[src/rtl/apb_pkg.sv]
// Shared types and constants for the APB initiator.
// One-hot state encoding and default bus geometry.
package apb_pkg;

    localparam int N_WIDTH_DEF = 32;
    localparam int N_ADDR_DEF  = 10;
    localparam int APB_ALIGN   = 2;

    localparam int S_IDLE   = 0;
    localparam int S_SETUP  = 1;
    localparam int S_ACCESS = 2;
    localparam int S_RESP   = 3;

    typedef enum logic [3:0] {
        IDLE   = 4'b0001,
        SETUP  = 4'b0010,
        ACCESS = 4'b0100,
        RESP   = 4'b1000
    } state_t;

endpackage

[src/rtl/apb_wait_timer.sv]
// Wait-state watchdog for the APB ACCESS phase.
// Saturating counter; expired marks the last allowed wait cycle.
module apb_wait_timer #(
    parameter int TIMEOUT = 16
) (
    input  logic pclk,
    input  logic prstn,
    input  logic clr,
    input  logic en,
    output logic expired
);

    localparam int CW = (TIMEOUT > 0) ? $clog2(TIMEOUT + 1) : 1;
    localparam logic [CW-1:0] LIMIT = (TIMEOUT > 0) ? CW'(TIMEOUT - 1) : '0;

    logic [CW-1:0] cnt;

    always_ff @(posedge pclk or negedge prstn) begin
        if (!prstn) begin
            cnt <= '0;
        end else if (clr) begin
            cnt <= '0;
        end else if (en && cnt != LIMIT) begin
            cnt <= cnt + 1'b1;
        end
    end

    assign expired = (TIMEOUT != 0) && (cnt == LIMIT);

endmodule

[src/rtl/apb_master_bridge.sv]
// Valid/ready command port to APB initiator bridge.
// One transfer in flight; watchdog aborts stalled responders.
module apb_master_bridge
    import apb_pkg::*;
#(
    parameter int N_WIDTH = N_WIDTH_DEF,
    parameter int N_ADDR  = N_ADDR_DEF,
    parameter int TIMEOUT = 16
) (
    input  logic               pclk,
    input  logic               prstn,
    input  logic               cmd_valid,
    output logic               cmd_ready,
    input  logic               cmd_write,
    input  logic [N_ADDR-1:0]  cmd_addr,
    input  logic [N_WIDTH-1:0] cmd_wdata,
    output logic               rsp_valid,
    input  logic               rsp_ready,
    output logic [N_WIDTH-1:0] rsp_rdata,
    output logic               rsp_err,
    output logic               psel,
    output logic               penable,
    output logic               pwrite,
    output logic [N_ADDR-1:0]  paddr,
    output logic [N_WIDTH-1:0] pwdata,
    input  logic               pready,
    input  logic [N_WIDTH-1:0] prdata,
    input  logic               pslverr
);

    state_t state, nxt;
    logic   accept, done, abort;
    logic   tmr_clr, tmr_en, tmr_exp;
    logic   unused_lo;

    assign unused_lo = ^cmd_addr[APB_ALIGN-1:0];
    assign cmd_ready = state[S_IDLE];
    assign accept    = state[S_IDLE] && cmd_valid;

    apb_wait_timer #(
        .TIMEOUT (TIMEOUT)
    ) u_timer (
        .pclk    (pclk),
        .prstn   (prstn),
        .clr     (tmr_clr),
        .en      (tmr_en),
        .expired (tmr_exp)
    );

    always_ff @(posedge pclk or negedge prstn) begin
        if (!prstn) begin
            state <= IDLE;
        end else begin
            state <= nxt;
        end
    end

    always_comb begin
        nxt     = state;
        tmr_clr = 1'b0;
        tmr_en  = 1'b0;
        done    = 1'b0;
        abort   = 1'b0;
        unique case (1'b1)
            state[S_IDLE]: begin
                if (cmd_valid) begin
                    nxt     = SETUP;
                    tmr_clr = 1'b1;
                end
            end
            state[S_SETUP]: begin
                nxt = ACCESS;
            end
            state[S_ACCESS]: begin
                // pready wins over the watchdog on the limit cycle
                if (pready) begin
                    nxt  = RESP;
                    done = 1'b1;
                end else if (tmr_exp) begin
                    nxt   = RESP;
                    abort = 1'b1;
                end else begin
                    tmr_en = 1'b1;
                end
            end
            state[S_RESP]: begin
                if (rsp_ready) begin
                    nxt = IDLE;
                end
            end
            default: begin
                nxt = IDLE;
            end
        endcase
    end

    always_ff @(posedge pclk or negedge prstn) begin
        if (!prstn) begin
            psel      <= 1'b0;
            penable   <= 1'b0;
            pwrite    <= 1'b0;
            paddr     <= '0;
            pwdata    <= '0;
            rsp_valid <= 1'b0;
            rsp_rdata <= '0;
            rsp_err   <= 1'b0;
        end else begin
            psel      <= nxt[S_SETUP] | nxt[S_ACCESS];
            penable   <= nxt[S_ACCESS];
            rsp_valid <= nxt[S_RESP];
            if (accept) begin
                pwrite <= cmd_write;
                paddr  <= {cmd_addr[N_ADDR-1:APB_ALIGN], {APB_ALIGN{1'b0}}};
                pwdata <= cmd_wdata;
            end
            if (done) begin
                rsp_rdata <= pwrite ? '0 : prdata;
                rsp_err   <= pslverr;
            end else if (abort) begin
                rsp_rdata <= '0;
                rsp_err   <= 1'b1;
            end
        end
    end

endmodule

[config.mk]
export PLATFORM = sky130hd
export DESIGN_NAME = apb_master_bridge
export DESIGN_NICKNAME = d
export VERILOG_FILES = /design/src/rtl/apb_pkg.sv /design/src/rtl/apb_wait_timer.sv /design/src/rtl/apb_master_bridge.sv
export SDC_FILE = /design/constraint.sdc
export NUM_CORES = 1
export LEC_CHECK = 0
export ABC_AREA = 1
export BUFFER_PORTS_ARGS = -buffer_cell sky130_fd_sc_hd__buf_2
export CAP_MARGIN = 20
export CORE_ASPECT_RATIO = 1.1
export CORE_MARGIN = 10
export CORE_UTILIZATION = 46
export CTS_CLUSTER_SIZE = 8
export DETAILED_ROUTE_END_ITERATION = 10
export PLACE_DENSITY = 0.8
export SLEW_MARGIN = 5
export SYNTH_ARGS = -nofsm -noshare
export SYNTH_HDL_FRONTEND = slang
export SYNTH_HIERARCHICAL = 1
export SYNTH_SLANG_ARGS = --single-unit
[constraint.sdc]
create_clock -name pclk -period 2.4 [get_ports pclk]
set_clock_uncertainty 0.15 [all_clocks]
set_input_delay 0.36 -clock pclk [delete_from_list [all_inputs] [get_ports pclk]]
set_output_delay 0.36 -clock pclk [all_outputs]
set_load 0.01 [all_outputs]
==> flow_metrics.py <==
metrics = {
    "layout": {
        "syn_to_final_growth_pct": 32.1,
        "drive_above_1_share_pct": 34.4,
        "nets": 618,
        "final_core_util_pct": 62.2,
        "nFillCells": 614,
        "final_common_cell": "nand2_1",
        "final_cell_mix": "235 x nand2_1, 155 x buf_2, 83 x dfrtp_1",
    },
    "placed_design": {
        "port_buffers": 156,
        "routabilityCongestion": 0.740,
        "dp_hpwl_mm": 6.68,
    },
    "drt": {
        "drc": 0,
        "post_drt_via_cell_ratio": 4.58,
        "first_pass_iters": 6,
        "dr_total_vias": 2869,
        "totalWireLength_mm": 8.74,
        "initialDrtViolationCount": 81,
        "final_antenna_net_count": 0,
        "drt-wirelength-per-cell_um": 14.0,
    },
    "global_routing": {
        "grtUsageTotal_pct": 15.1,
        "grt_pass1_vias": 2849,
        "grt_max_degree": 54,
        "antenna_found_initial": 2,
        "grt_pass1_wl_mm": 13.4,
        "grt_overflow": 0,
    },
    "timing": {
        "relSlewSlack_pct": 54.9,
        "rsz0062_at_grt": "false",
        "fmax_mhz": 519,
        "period_share_pct": 80.3,
        "report.final.hold_viol_count": 0,
        "timing.final.crit_period_ps": 1930,
        "setup_viol": 0,
        "tightest_slew_ps": 674,
        "whs_ps": 52.0,
        "drv_slew": 0,
        "finalSetupTns_ps": 0,
    },
    "power": {
        "p_total_mw": 5.53,
        "p_leak_nw": 2.65,
        "vdd_drop_max_mv": 0.658,
        "p_per_area_nw_per_um2": 1270,
    },
    "worst_setup_path": {
        "path_class": "flip-flop to flip-flop",
        "critPathRequiredTime_ps": 2490,
        "rr_endpoint": "u_timer/cnt[3]",
        "r2r_cells": 12,
        "crit_path_max_fanout": 3,
        "r2r_slack_ps": 470,
        "critPathLaunchType": "flip-flop",
        "worstReg2RegStart": "u_timer/cnt[0]",
        "cp-end-kind": "flip-flop",
        "worstPathArrival_ps": 2010,
    },
    "die": {
        "die_h_um": 109,
        "die_x_um": 101,
        "die-area_um2": 11000,
        "core_area_um2": 7010,
        "io_pins": 161,
        "num_rows": 32,
        "start_util_pct": 47.1,
    },
    "clock_network": {
        "post_cts_resized": 0,
        "htreeDepth": 3,
        "hold_buffers": 1,
        "clock_latency_ps": 340,
        "postCtsSetupBuffers": 0,
        "cts_buffers": 9,
        "cts_tree": "built",
        "path_clk_slew_ps": 90,
        "cts_root_buffer": "clkbuf_8",
        "cts.sinks": 84,
        "ctsLongestPathBuffers": 2,
    },
    "synthesis": {
        "yosysSeqAreaShare_pct": 63.7,
        "synth_top_area_share_pct": 62.9,
        "synth-seq-cells": 84,
        "netlist_area_um2": 3300,
        "synth_cell_types": 19,
        "syn_avg_cell_area_um2": 8.73,
        "synth.area.top_cells": "dfrtp_1 63%, nand2_1 27%, inv_1 1.3%",
        "synthCells": 378,
        "ys_warn_count": 6,
        "synth_top_area_cell": "dfrtp_1",
    },
    "run_status": {
        "status": "completed",
    },
    "worst_hold_path": {
        "hold_start": "prdata[9]",
        "hold_path_depth": 3,
        "holdPathEnd": "rsp_rdata[9]",
        "hp-class": "input port to flip-flop",
    },
    "job": {
        "cap_violations": 0,
    },
}
layer usage:
| metal | routed length, um | part of all wire, % | GRT usage, % |
|---|---|---|---|
| met1 | 3540 | 41 | 17.3 |
| met2 | 3910 | 45 | 23.1 |
| met3 | 1200 | 14 | 8.10 |
| met4 | 84 | 0.96 | 6.36 |
| met5 | 7 | 0.080 | 0 |
stage by stage:
step / std cells / setup slack, ps / area (um2)
floorplan: 379 / 637 / 3300
global placement: 608 / 532 / 4140
detailed placement: 608 / 488 / 4140
CTS: 625 / 458 / 4360
global route: 625 / 273 / 4360
finish: 626 / 472 / 4360
worst max-delay path, stage by stage (launching register included):
cell and delay, ps:
dfrtp_1 410, ha_1 230, nand2_1 70, nor2_1 40
ha_1 220, inv_1 80, nand3_1 110, inv_1 110
nand3_1 110, nor2_1 140, nand2_1 60, nand2_1 50
nor2_1 40
power breakdown:
| group | switching (mW) | internal (mW) | total [mW] |
|---|---|---|---|
| Combinational | 1.26 | 0.811 | 2.07 |
| Clock | 0.490 | 0.539 | 1.03 |
| Sequential | 0.354 | 2.08 | 2.43 |
cell families (layout without fill, tap and decap cells):
logic type | Yosys count | after routing | synth area share [%]
AO/OA/AOI/OAI | 5 | 5 | 0.948
adder cells (fa/ha/maj) | 2 | 2 | 0.758
buffers and inverters | 30 | 191 | 4.62
flip-flops | 84 | 84 | 63.7
other | 1 | 3 | 0.114
AND/OR/NAND/NOR | 256 | 256 | 29.8
cell usage after synthesis:
cell / number
nand2_1: 235
dfrtp_1: 83
inv_1: 11
nor2_1: 11
buf_2: 8
nand3_1: 5
nand2_2: 4
buf_1: 3
buf_6: 3
inv_2: 3
buf_4: 2
ha_1: 2
o21ai_0: 2
a21oi_1: 1
conb_1: 1
dfstp_2: 1
nor2_4: 1
o21a_1: 1
o21ai_2: 1
flip-flops by register name, indices dropped and copies added, names as in the netlist:
signal	count
pwdata	32
rsp_rdata	32
paddr	8
u_timer/cnt	5
state	3
psel	1
pwrite	1
rsp_err	1
rsp_valid	1
how the worst max path moves through the flow:
stage / from / end / slack, ps / cells after the start
after global placement: u_timer/cnt[0] / u_timer/cnt[3] / 530 / 12
after global routing: u_timer/cnt[0] / u_timer/cnt[3] / 270 / 12
final: u_timer/cnt[0] / u_timer/cnt[3] / 470 / 12
after floorplan: u_timer/cnt[0] / u_timer/cnt[3] / 640 / 12
after CTS: u_timer/cnt[0] / u_timer/cnt[3] / 460 / 12
after detailed placement: u_timer/cnt[0] / u_timer/cnt[3] / 490 / 12
cell type report:
cell class / count / area, um2 / share of cell area (%)
Timing Repair Buffer: 161 / 836 / 19.2
Tap cell: 85 / 106 / 2.44
Antenna cell: 1 / 2.50 / 0.0574
Multi-Input combinational cell: 265 / 1050 / 24.0
Clock buffer: 11 / 151 / 3.47
Sequential cell: 84 / 2100 / 48.2
Inverter: 14 / 52.6 / 1.21
Clock inverter: 5 / 60.1 / 1.38
No activity file was read; power rests on OpenSTA's default activity.
